--- config.mk ---
export PLATFORM = sky130hd
export DESIGN_NAME = sigcorrelate
export DESIGN_NICKNAME = d
export VERILOG_FILES = /design/src/rtl/sigcorrelate.sv
export SDC_FILE = /design/constraint.sdc
export NUM_CORES = 1
export LEC_CHECK = 0
export ABC_AREA = 1
export BUFFER_PORTS_ARGS = -buffer_cell sky130_fd_sc_hd__buf_4
export CAP_MARGIN = 10
export CORE_UTILIZATION = 45
export CTS_BUF_LIST = sky130_fd_sc_hd__clkbuf_8
export DETAILED_ROUTE_END_ITERATION = 6
export PLACE_DENSITY = 0.78
export SLEW_MARGIN = 40
export SYNTH_ARGS = -nofsm -noshare
export SYNTH_HDL_FRONTEND = slang
export SYNTH_SLANG_ARGS = --single-unit
--- constraint.sdc ---
create_clock -name vis_clk -period 1.5 [get_ports vis_clk]
set_clock_uncertainty 0.15 [all_clocks]
set_input_delay 0.15 -clock vis_clk [delete_from_list [all_inputs] [get_ports vis_clk]]
set_output_delay 0.15 -clock vis_clk [all_outputs]
set_load 0.02 [all_outputs]
--- src/rtl/sigcorrelate.sv ---
// Time-multiplexed 1-bit complex cross-correlator: per timeslice one antenna pair,
// COUNT samples are folded into real/imag agreement counts and emitted as one partial visibility.
module sigcorrelate #(
   parameter  int WIDTH = 32,
   parameter  int TRATE = 30,
   parameter  int LOOP0 = 3,
   parameter  int LOOP1 = 5,
   parameter  logic [TRATE*$clog2(WIDTH)-1:0] ATAPS = '0,
   parameter  logic [TRATE*$clog2(WIDTH)-1:0] BTAPS = '0,
   localparam int TBITS = $clog2(TRATE),
   localparam int IBITS = $clog2(WIDTH),
   localparam int COUNT = LOOP0 * LOOP1,
   localparam int CBITS = $clog2(COUNT),
   localparam int SBITS = $clog2(2 * COUNT + 1)
) (
   input  logic             vis_clk,
   input  logic             reset_n,
   input  logic             valid_i,
   input  logic             first_i,
   input  logic             last_i,
   input  logic [TBITS-1:0] taddr_i,
   input  logic [WIDTH-1:0] idata_i,
   input  logic [WIDTH-1:0] qdata_i,
   output logic             valid_o,
   output logic             last_o,
   output logic [TBITS-1:0] taddr_o,
   output logic [SBITS-1:0] re_o,
   output logic [SBITS-1:0] im_o
);

   // A COUNT of 1 gives a zero-width counter; keep at least one bit.
   localparam int CW = (CBITS < 1) ? 1 : CBITS;
   localparam logic [CW-1:0] LAST_CNT = CW'(COUNT - 1);

   // ---------------- stage 1: tap lookup and bit capture ----------------
   int               tsel;
   logic [IBITS-1:0] a_idx;
   logic [IBITS-1:0] b_idx;

   always_comb begin
      tsel = 0;
      if (int'(taddr_i) < TRATE) tsel = int'(taddr_i);
      a_idx = ATAPS[tsel*IBITS +: IBITS];
      b_idx = BTAPS[tsel*IBITS +: IBITS];
   end

   logic             s1_valid_q, s1_first_q, s1_last_q;
   logic [TBITS-1:0] s1_taddr_q;
   logic             s1_ai_q, s1_aq_q, s1_bi_q, s1_bq_q;

   always_ff @(posedge vis_clk or negedge reset_n) begin
      if (!reset_n) begin
         s1_valid_q <= 1'b0;
         s1_first_q <= 1'b0;
         s1_last_q  <= 1'b0;
         s1_taddr_q <= '0;
         s1_ai_q    <= 1'b0;
         s1_aq_q    <= 1'b0;
         s1_bi_q    <= 1'b0;
         s1_bq_q    <= 1'b0;
      end else begin
         s1_valid_q <= valid_i;
         s1_first_q <= first_i;
         s1_last_q  <= last_i;
         s1_taddr_q <= taddr_i;
         s1_ai_q    <= idata_i[a_idx];
         s1_aq_q    <= qdata_i[a_idx];
         s1_bi_q    <= idata_i[b_idx];
         s1_bq_q    <= qdata_i[b_idx];
      end
   end

   // ---------------- stage 2: per-sample agreement terms ----------------
   logic [1:0] rt_d, it_d;

   always_comb begin
      rt_d = {1'b0, s1_ai_q ~^ s1_bi_q} + {1'b0, s1_aq_q ~^ s1_bq_q};
      it_d = {1'b0, s1_aq_q ~^ s1_bi_q} + {1'b0, s1_ai_q ^ s1_bq_q};
   end

   logic             s2_valid_q, s2_first_q, s2_last_q;
   logic [TBITS-1:0] s2_taddr_q;
   logic [1:0]       s2_rt_q, s2_it_q;

   always_ff @(posedge vis_clk or negedge reset_n) begin
      if (!reset_n) begin
         s2_valid_q <= 1'b0;
         s2_first_q <= 1'b0;
         s2_last_q  <= 1'b0;
         s2_taddr_q <= '0;
         s2_rt_q    <= '0;
         s2_it_q    <= '0;
      end else begin
         s2_valid_q <= s1_valid_q;
         s2_first_q <= s1_first_q;
         s2_last_q  <= s1_last_q;
         s2_taddr_q <= s1_taddr_q;
         s2_rt_q    <= rt_d;
         s2_it_q    <= it_d;
      end
   end

   // ---------------- stage 3: accumulate and emit ----------------
   logic [CW-1:0]    scnt_q, scnt_d;
   logic [SBITS-1:0] acc_re_q, acc_re_d, acc_im_q, acc_im_d;
   logic [TBITS-1:0] sum_taddr_q, sum_taddr_d;
   logic             valid_q, valid_d, last_q, last_d;
   logic [TBITS-1:0] taddr_q, taddr_d;
   logic [SBITS-1:0] re_q, re_d, im_q, im_d;
   logic             start;
   logic [SBITS-1:0] sum_re, sum_im;

   always_comb begin
      scnt_d      = scnt_q;
      acc_re_d    = acc_re_q;
      acc_im_d    = acc_im_q;
      sum_taddr_d = sum_taddr_q;
      valid_d     = 1'b0;
      last_d      = last_q;
      taddr_d     = taddr_q;
      re_d        = re_q;
      im_d        = im_q;
      // A first flag or an idle counter restarts the sum, dropping any partial one.
      start       = s2_first_q || (scnt_q == '0);
      sum_re      = acc_re_q + SBITS'(s2_rt_q);
      sum_im      = acc_im_q + SBITS'(s2_it_q);

      if (s2_valid_q) begin
         if (start) begin
            acc_re_d    = SBITS'(s2_rt_q);
            acc_im_d    = SBITS'(s2_it_q);
            sum_taddr_d = s2_taddr_q;
            scnt_d      = CW'(1);
            if (COUNT == 1) begin
               valid_d = 1'b1;
               last_d  = s2_last_q;
               taddr_d = s2_taddr_q;
               re_d    = SBITS'(s2_rt_q);
               im_d    = SBITS'(s2_it_q);
               scnt_d  = '0;
            end
         end else begin
            acc_re_d = sum_re;
            acc_im_d = sum_im;
            scnt_d   = scnt_q + CW'(1);
            if (scnt_q == LAST_CNT) begin
               valid_d = 1'b1;
               last_d  = s2_last_q;
               taddr_d = sum_taddr_q;
               re_d    = sum_re;
               im_d    = sum_im;
               scnt_d  = '0;
            end
         end
      end
   end

   always_ff @(posedge vis_clk or negedge reset_n) begin
      if (!reset_n) begin
         scnt_q      <= '0;
         acc_re_q    <= '0;
         acc_im_q    <= '0;
         sum_taddr_q <= '0;
         valid_q     <= 1'b0;
         last_q      <= 1'b0;
         taddr_q     <= '0;
         re_q        <= '0;
         im_q        <= '0;
      end else begin
         scnt_q      <= scnt_d;
         acc_re_q    <= acc_re_d;
         acc_im_q    <= acc_im_d;
         sum_taddr_q <= sum_taddr_d;
         valid_q     <= valid_d;
         last_q      <= last_d;
         taddr_q     <= taddr_d;
         re_q        <= re_d;
         im_q        <= im_d;
      end
   end

   assign valid_o = valid_q;
   assign last_o  = last_q;
   assign taddr_o = taddr_q;
   assign re_o    = re_q;
   assign im_o    = im_q;

endmodule

==> impl_results.md, run 1 <==
- Status: finished, violations left
- Failing checks: setup timing
- Syn Nets: between 300 and 400
- Post-route DRC: 0
- Antenna violations before repair: 0
- Slew at the pin closest to its max-slew limit: ~0.65 ns
- Startpoint Class: flop
- Fraction of layout cells with a size suffix above 1: between 30% and 40%
- Post-synth EDFFs: 0
- Clk_lat worst skew: slightly above 0.3 ns
- Area Overhead vs Synth: 29.9%
- Worst Path Max Fanout: 2
- Final #Nets: around 360
- Fin worst setup slack: -0.142 ns
- Max Cap Violations: 0
- Slowest stage cell on the critical path: fa_2
- Post-Syn Instances: approximately 230
- CP arrival: ~1.7 ns
- Final setup fails: 6
- Most frequent cell after synthesis: nand2_1
- Clock sinks: 55
- Fin crit share: 109%
- # H-tree levels: 2
- Initial Util: between 40% and 50%
- YS warnings: 0
- Core area: between 0.004 and 0.005 mm2
- Slew HR: 56.6%
- Crit. End Element: flop
- Endpoints failing hold: 0
- Hold Path Depth: 0
- Fmax: just over 0.6 GHz
- Final core area utilization: 62.0%
- Antenna viol nets, final: 0
- FF+latch count, synth: 55
- TritonCTS Buffers: 5
- Clock root cell: clkbuf_8
- Max Slew Vio Count: 0
- Total number of vias: 1650
- Detail Placement HPWL: approximately 2600 um
- RSZ-0062 raised after global routing: yes
- Mean Syn Cell Area: between 10 and 15 um2
- Worst hold path endpoint: s2_first_q
- CP Cell Sequence: ha_2 > inv_2 > fa_2 > inv_1 > nand4_1 > nand3_1
- Commonest cells post-synth: 89 x nand2_1, 55 x dfrtp_1, 21 x nand3_1
- Clock buffer depth: 2
- Total power: approximately 3.2 mW
- Overall Global Routing Usage: between 15 and 20%
- CTS tree: yes
- Rows: 25
- Largest net degree at the start of global routing: between 50 and 60
- Critical R2R Launch: s2_it_q[0]
- Antenna diodes: 0
- R2R setup slack: -0.14 ns
- Vias in the first global route: between 1500 and 2000
- Horiz. Die Dim: between 70 and 80 um
- IO Port Bufs: 27
- CP peak stage delay: roughly 0.55 ns
- Worst vdd ir: just under 0.0008 V
- Die Ht: about 73 um
- Drt first-iter violations: 94
- Synth top area share: 59.8%
- Vias per Instance: 4.74
- R2r endpoint: acc_im_q[1]
- Period minus WS final: ~1.6 ns
- PwrDens: 1060 mW/mm2
- Top_reg_cell synth: dfrtp_1
- Hold Crit Class: flop to flop
- Largest cells by area after synthesis: dfrtp_1 60%, nand2_1 15%, nand3_1 4.6%
- Routed WL per cell: around 12 um
- Grt total ovfl: 0
- Wire length of the first global-routing pass: 6560 um
- Worst r2r path cells: 6
- Clk pin slew, worst setup/hold paths: 0.10 ns
- WL final: 4310 um
- DRT Pass-1 Iters: 4
- Post-Synthesis Cell Area: around 0.0023 mm2
- Yosys cell types: 23
- GP Congestion: 0.766
- Die Area: 0.00540 mm2
- IO Pins: 91
- Critical path class: flop to flop
- HP Start: s1_first_q
- Synth area leader: dfrtp_1
- Post-synthesis sequential area ratio: between 50% and 60%
- Crit path required time: 1.55 ns
- Leakage: around 1.5 nW
- Synth async-reset ratio: 100%
==> state kept, by name, indices dropped and copies added (netlist names), 2 cells and up <==
| register | cells |
|---|---|
| acc_im_q | 5 |
| s2_taddr_q | 5 |
| taddr_o | 5 |
| s1_taddr_q | 5 |
| acc_re_q | 4 |
| sum_taddr_q | 5 |
| im_o | 5 |
| s2_it_q | 2 |
| re_o | 4 |
| scnt_q | 4 |
==> metrics by stage <==
stage                     instances  area [um2]  setup TNS, ns  setup slack, ns  hold slack (ns)
after global routing            348        2990          -1.79           -0.211            0.228
after detailed placement        323        2590         -0.676           -0.110           0.0817
after CTS                       342        2820         -0.618           -0.122            0.208
after global placement          323        2590         -0.244          -0.0697           0.0752
final                           348        2990         -0.612           -0.142            0.206
after floorplan                 229        2300       -0.00917         -0.00917           -0.296
==> placed cells by master, fill, tap and decap left out, types with 3 or more instances in the layout <==
cell type      instances
buf_4                 38
clkbuf_8               5
dfrtp_1               55
dlygate4sd3_1         11
ha_1                   4
inv_1                 13
inv_2                  3
nand2_1               74
nand2_2               14
nand2_4                5
nand3_1               19
nand4_1                6
o21ai_0                4
o21ai_1                3
==> power breakdown <==
| part | switching (mW) | leakage, nW | total [mW] | internal [mW] |
|---|---|---|---|---|
| Sequential | 0.0874 | 0.704 | 1.67 | 1.58 |
| Combinational | 0.272 | 0.785 | 0.510 | 0.238 |
| Clock | 0.492 | 0.0587 | 0.999 | 0.506 |
==> final cells by class <==
class                      instances  area [um2]
clock buffer                       5        68.8
clock inverter                     3        47.5
fill                             416        1830
inverter                          19        86.3
multi-input combinational        147         892
sequential                        55        1380
tap                               67        83.8
timing repair buffer              52         433
==> how the worst max path moves through the flow <==
stage	startpoint	to	slack [ns]	cells after the start
final	s2_it_q[0]	acc_im_q[1]	-0.14	6
after global routing	s2_it_q[0]	acc_im_q[1]	-0.21	6
after CTS	s2_it_q[0]	acc_im_q[1]	-0.12	6
after detailed placement	s2_it_q[0]	acc_im_q[1]	-0.11	6
after global placement	s2_it_q[0]	acc_im_q[1]	-0.07	6
after floorplan	s2_it_q[0]	acc_im_q[1]	-0.009	6
==> cells by family (layout without fill, tap and decap cells) <==
group | after synthesis | count (layout) | share of synthesized area [%]
xor+xnor | 3 | 3 | 1.14
fa+ha+maj | 9 | 9 | 5.22
buf+inv | 28 | 79 | 6.75
compound gates | 7 | 7 | 1.52
flops | 55 | 55 | 59.8
other cells | 2 | 2 | 0.327
simple gates | 125 | 126 | 25.2
==> routing by layer <==
layer	share of wire, %	track usage (%)	up-vias
li1	-	-	816
met2	51	25.6	40
met3	4.8	3.98	8
met5	0	0	-
met4	1.8	7.69	0
met1	42	20.9	786
==> worst max-delay path, delay by kind of cell, from the launching register on <==
kind / cells / cell delay, ns
DFF: 1 / 0.38
and+or+nand+nor: 2 / 0.15
buffers and inverters: 2 / 0.09
adders and majority gates: 2 / 0.76
==> what timing repair did <==
| action | 4_1_cts | 5_1_grt |
|---|---|---|
| gates cloned | 0 | 1 |
| setup endpoints to repair | 19 | 26 |
| hold buffers | 11 | 0 |
| resized for setup | 6 | 31 |
| hold endpoints to repair | 65 | 0 |
| setup buffers | 0 | 5 |
| pin swaps | 6 | 12 |
(Power assumes the default switching activity.)
==> run 2: changes to the inputs <==
Settings changed: CORE_UTILIZATION 45 to 43, CTS_BUF_LIST sky130_fd_sc_hd__clkbuf_8 to unset, PLACE_DENSITY 0.78 to 0.75.
==> impl_results.md, run 2 (same netlist as run 1, synthesis figures left out) <==
- Status: finished, violations left
- Failing checks: setup timing
- Clock sinks: 55
- Final core area utilization: 59.1%
- Hold Crit Class: input port to async pin
- Internal power: 2.36 mW
- Max Slew Vio Count: 0
- GP Congestion: ~0.79
- Max Cap Violations: 0
- Period minus WS final: ~1.6 ns
- Endpoints failing hold: 0
- WL final: 4160 um
- # H-tree levels: 2
- PwrDens: between 1000 and 1500 mW/mm2
- Total number of vias: 1670
- Met2 usage: between 20% and 30%
- Worst vdd ir: ~0.00067 V
- Post-route DRC: 0
- Area Overhead vs Synth: 32.0%
- Fin worst setup slack: -0.0925 ns
- Routed WL per cell: ~12 um
- CTS tree: yes
- Wire length of the first global-routing pass: 6720 um
- Most common cell after layout, fill and taps aside: nand2_1
- Largest net degree at the start of global routing: 36
- Fraction of layout cells with a size suffix above 1: 31.7%
- Fmax: approximately 0.63 GHz
- Cell repeated most along the worst path: inv_2
- Drt first-iter violations: 110
- Comb pwr share: ~16%
- IO Pins: 91
- Horiz. Die Dim: ~75 um
- Core area: 0.00514 mm2
- Overall Global Routing Usage: between 10% and 20%
- Worst Path Max Fanout: 2
- P_sw: ~0.81 mW
- Met3 GRT Util: 2.81%
- Slowest stage cell on the critical path: fa_2
- Clk_lat worst skew: around 0.30 ns
- Final #Nets: around 360
- Die Ht: approximately 75 um
- RSZ-0062 raised after global routing: yes
- M1 GR Usage: between 10% and 20%
- CP arrival: between 1.5 and 2 ns
- DRT Pass-1 Iters: 4
- Antenna diodes: 0
- Gr busiest metal: met2
- Die Area: around 0.0056 mm2
- Vias per Instance: between 4 and 5
- Final setup fails: 17
- Fin crit share: 106%
- Crit path max-delay family: adder cells
- Fillers: around 460
- Most frequent cells in the layout: 73 x nand2_1, 55 x dfrtp_1, 38 x buf_4
- Clk pin slew, worst setup/hold paths: around 0.09 ns
- Place WS: -0.141 ns
- Antenna violations before repair: 0
- Critical path class: flop to flop
- Hold WS: about 0.11 ns
- Reg power frac: between 50% and 60%
- Clock root cell: clkbuf_8
- Crit. End Element: flop
- Clock buffer depth: 2
- Startpoint Class: flop
- Detail Placement HPWL: between 2000 and 3000 um
- TritonCTS Buffers: 5
- Clock power share: a little under a third
- Initial Util: ~45%
- CP Buf/Inv Count: 2
- Vias in the first global route: 1529
- CP peak stage delay: between 0.5 and 0.6 ns
- CP Cell Sequence: ha_4 > inv_2 > fa_2 > inv_2 > nand4_1 > nand3_1
- Antenna viol nets, final: 0
- Rows: 26
- Crit path required time: approximately 1.5 ns
- Sw Share: about a quarter
- IO Port Bufs: 27
- Grt total ovfl: 0
- Leakage: roughly 1.6 nW
## run 2: final timing paths
check | start | end | slack, ns | cells past startpoint
worst min-delay path | reset_n | re_o[3] | 0.11 | 2
min in group vis_clk | s1_valid_q | s2_valid_q | 0.20 | 0
worst max register to register | acc_im_q[0] | acc_im_q[1] | -0.09 | 6
worst max-delay path | acc_im_q[0] | acc_im_q[1] | -0.09 | 6
max in group asynchronous | reset_n | s1_bq_q | 0.62 | 3
worst min register to register | s1_valid_q | s2_valid_q | 0.20 | 0
## run 2: per-stage QoR
stage	area (um2)	total power, mW	std cells	setup TNS [ns]
final	3040	3.16	351	-0.472
after global routing	3040	3.32	351	-2.30
after CTS	2900	3.15	348	-0.578
after detailed placement	2610	2.08	325	-0.819
after global placement	2610	2.05	325	-0.239
after floorplan	2300	1.92	229	-0.00917
## run 2: repair_timing
action	CTS	global route
hold endpoints to repair	65	0
endpoints found under the setup margin	25	30
pin swaps	9	10
cloned	0	1
gates resized for setup	11	27
hold buffers	11	0
buffers inserted	4	2
## run 2: power groups by stage
stage               combinational (mW)  clock, mW  sequential [mW]
floorplan                        0.264          0             1.65
global placement                 0.382          0             1.67
detailed placement               0.404          0             1.68
CTS                              0.487       1.01             1.65
global route                     0.574       1.07             1.68
finish                           0.511      0.984             1.67
## run 2: routing by layer
metal | vias up | wire length [um] | share of wire (%)
li1 | 816 | - | -
met1 | 804 | 1730 | 42
met2 | 41 | 2180 | 52
met3 | 9 | 149 | 3.6
met4 | 0 | 94 | 2.3
met5 | - | 0 | 0
## run 2: final cells by class
| class | count | area [um2] | share of cell area, % |
|---|---|---|---|
| clock buffers | 6 | 82.6 | 2.72 |
| flip-flops and latches | 55 | 1380 | 45.3 |
| well taps | 70 | 87.6 | 2.89 |
| clock inverters | 2 | 35.0 | 1.15 |
| repair buffers | 53 | 480 | 15.8 |
| multi-input cells | 146 | 890 | 29.3 |
| inverters | 19 | 83.8 | 2.76 |
==> run 3: changes to the inputs <==
Settings changed: BUFFER_PORTS_ARGS -buffer_cell sky130_fd_sc_hd__buf_4 to -buffer_cell sky130_fd_sc_hd__buf_2, CAP_MARGIN 10 to 25.
==> impl_results.md, run 3 (same netlist as run 1, synthesis figures left out) <==
- PwrDens: a little over 1000 mW/mm2
- Startpoint Class: flop
- Vias in the first global route: 1518
- Total power: 2.95 mW
- Reg power frac: between 50 and 60%
- Finished Layout Cells: between 300 and 400
- Clock power share: between 20% and 30%
- Area Overhead vs Synth: 24.4%
- Critical path class: flop to flop
- Initial Util: between 40% and 50%
- Worst vdd ir: approximately 0.0007 V
- Sw Share: 27.8%
- Final #Nets: around 360
- TritonCTS Buffers: 5
- Placed insts: between 300 and 400
- Final Instance Area: roughly 0.0029 mm2
- Hold Crit Class: input port to async pin
- IO Port Bufs: 27
- GP Congestion: 0.789
- Antenna viol nets, final: 0
- Crit. End Element: flop
- Most common cell after layout, fill and taps aside: nand2_1
- Clock root cell: clkbuf_8
- Comb pwr share: 15.9%
- Antenna violations before repair: 0
- Largest net degree at the start of global routing: 56
- Period minus WS final: around 1.6 ns
- Core area: ~0.0051 mm2
- Die Ht: ~75 um
- IO Pins: around 90
- Fmax: 0.632 GHz
- RSZ-0062 raised after global routing: yes
- Final core area utilization: between 50% and 60%
- WL final: between 4000 and 5000 um
- Total number of vias: ~1600
- Worst Path Max Fanout: 2
- CTS tree: yes
- Clock sinks: 55
- Fillers: roughly 490
- TNS Setup: -0.223 ns
- Max Cap Violations: 0
- Dpl cell area: between 0.002 and 0.003 mm2
- Post-route DRC: 0
- Horiz. Die Dim: approximately 75 um
- DRT Pass-1 Iters: 4
- Detail Placement HPWL: 2480 um
- Endpoints failing hold: 0
- Failing checks: setup timing
- Rows: 26
- Drt first-iter violations: about 120
- Clk_lat worst skew: 0.31 ns
- Crit path required time: 1.55 ns
- Wire length of the first global-routing pass: approximately 6400 um
- Clk pin slew, worst setup/hold paths: around 0.10 ns
- Overall Global Routing Usage: 15.3%
- Most frequent cells in the layout: 88 x nand2_1, 53 x dfrtp_1, 27 x buf_2
- Fin crit share: 105%
- P_sw: around 0.82 mW
- Grt total ovfl: 0
- Max Slew Vio Count: 0
- Vias per Instance: about 4.7
- Final setup fails: 4
- Internal power: between 2 and 2.5 mW
- Routed WL per cell: approximately 12 um
- Place WS: -0.102 ns
- Fin worst setup slack: -0.0820 ns
- CP arrival: between 1.5 and 2 ns
- Status: finished, violations left
- Fraction of layout cells with a size suffix above 1: between 20% and 30%
- # H-tree levels: 2
- Die Area: roughly 0.0056 mm2
- Clock buffer depth: 2
- Leakage: between 1.5 and 2 nW
- Antenna diodes: 0
- Hold WS: ~0.2 ns
==> run 3: changes by cell type in the layout (fill, tap and decap cells not counted), moves of 2 or more <==
cell and delta:
dfrtp_1 -2, xor2_2 -2, o21ai_0 +3, o21ai_1 -2, buf_4 -28, xor2_1 +2, buf_2 +27, nand2_1 +15
dfrtp_2 +2, nand2_4 -6, inv_6 +2, nand2_2 -10
==> run 3: final timing paths <==
kind	from	end	slack (ns)	cells after the start
worst min-delay path	reset_n	acc_re_q[2]	0.20	3
max in group asynchronous	reset_n	s2_valid_q	0.74	3
worst max-delay path	acc_im_q[0]	acc_im_q[1]	-0.08	6
worst max register to register	acc_im_q[0]	acc_im_q[1]	-0.08	6
min in group vis_clk	s1_valid_q	s2_valid_q	0.20	0
worst min register to register	s1_valid_q	s2_valid_q	0.20	0
==> run 3: routing by layer <==
metal | global-route usage, % | vias up | wire length [um]
met1 | 18.1 | 780 | 1830
li1 | - | 821 | -
met2 | 27.0 | 34 | 2040
met5 | 0 | - | 0
met3 | 3.21 | 9 | 141
met4 | 6.58 | 0 | 96
==> run 3: timing repair <==
action,CTS,global route
resized for setup,7,12
endpoints found under the setup margin,23,28
hold endpoints to repair,65,0
hold buffers,11,0
pin swaps,5,7
gates cloned,0,2
setup buffers,2,2
==> run 3: area by class of cell <==
type                    instances  area (um2)  area share (%)
repair buffers                 50         360            12.6
clock inverters                 3        22.5           0.787
multi-input cells             148         853            29.8
well taps                      70        87.6            3.06
clock buffers                   5        68.8            2.41
inverters                      19        88.8            3.11
flip-flops and latches         55        1380            48.2
==> run 3: power by group through the flow <==
stage	Combinational [mW]	Sequential, mW	Clock, mW
floorplan	0.264	1.65	0
global placement	0.373	1.67	0
detailed placement	0.391	1.68	0
CTS	0.440	1.65	0.853
global route	0.539	1.67	0.903
finish	0.469	1.65	0.824
==> run 3: worst max-delay path, stage by stage (launching register included) <==
cell and delay, ns:
dfrtp_1 0.37, ha_2 0.20, inv_2 0.04, fa_2 0.55
inv_2 0.04, nand4_1 0.06, nand3_1 0.07
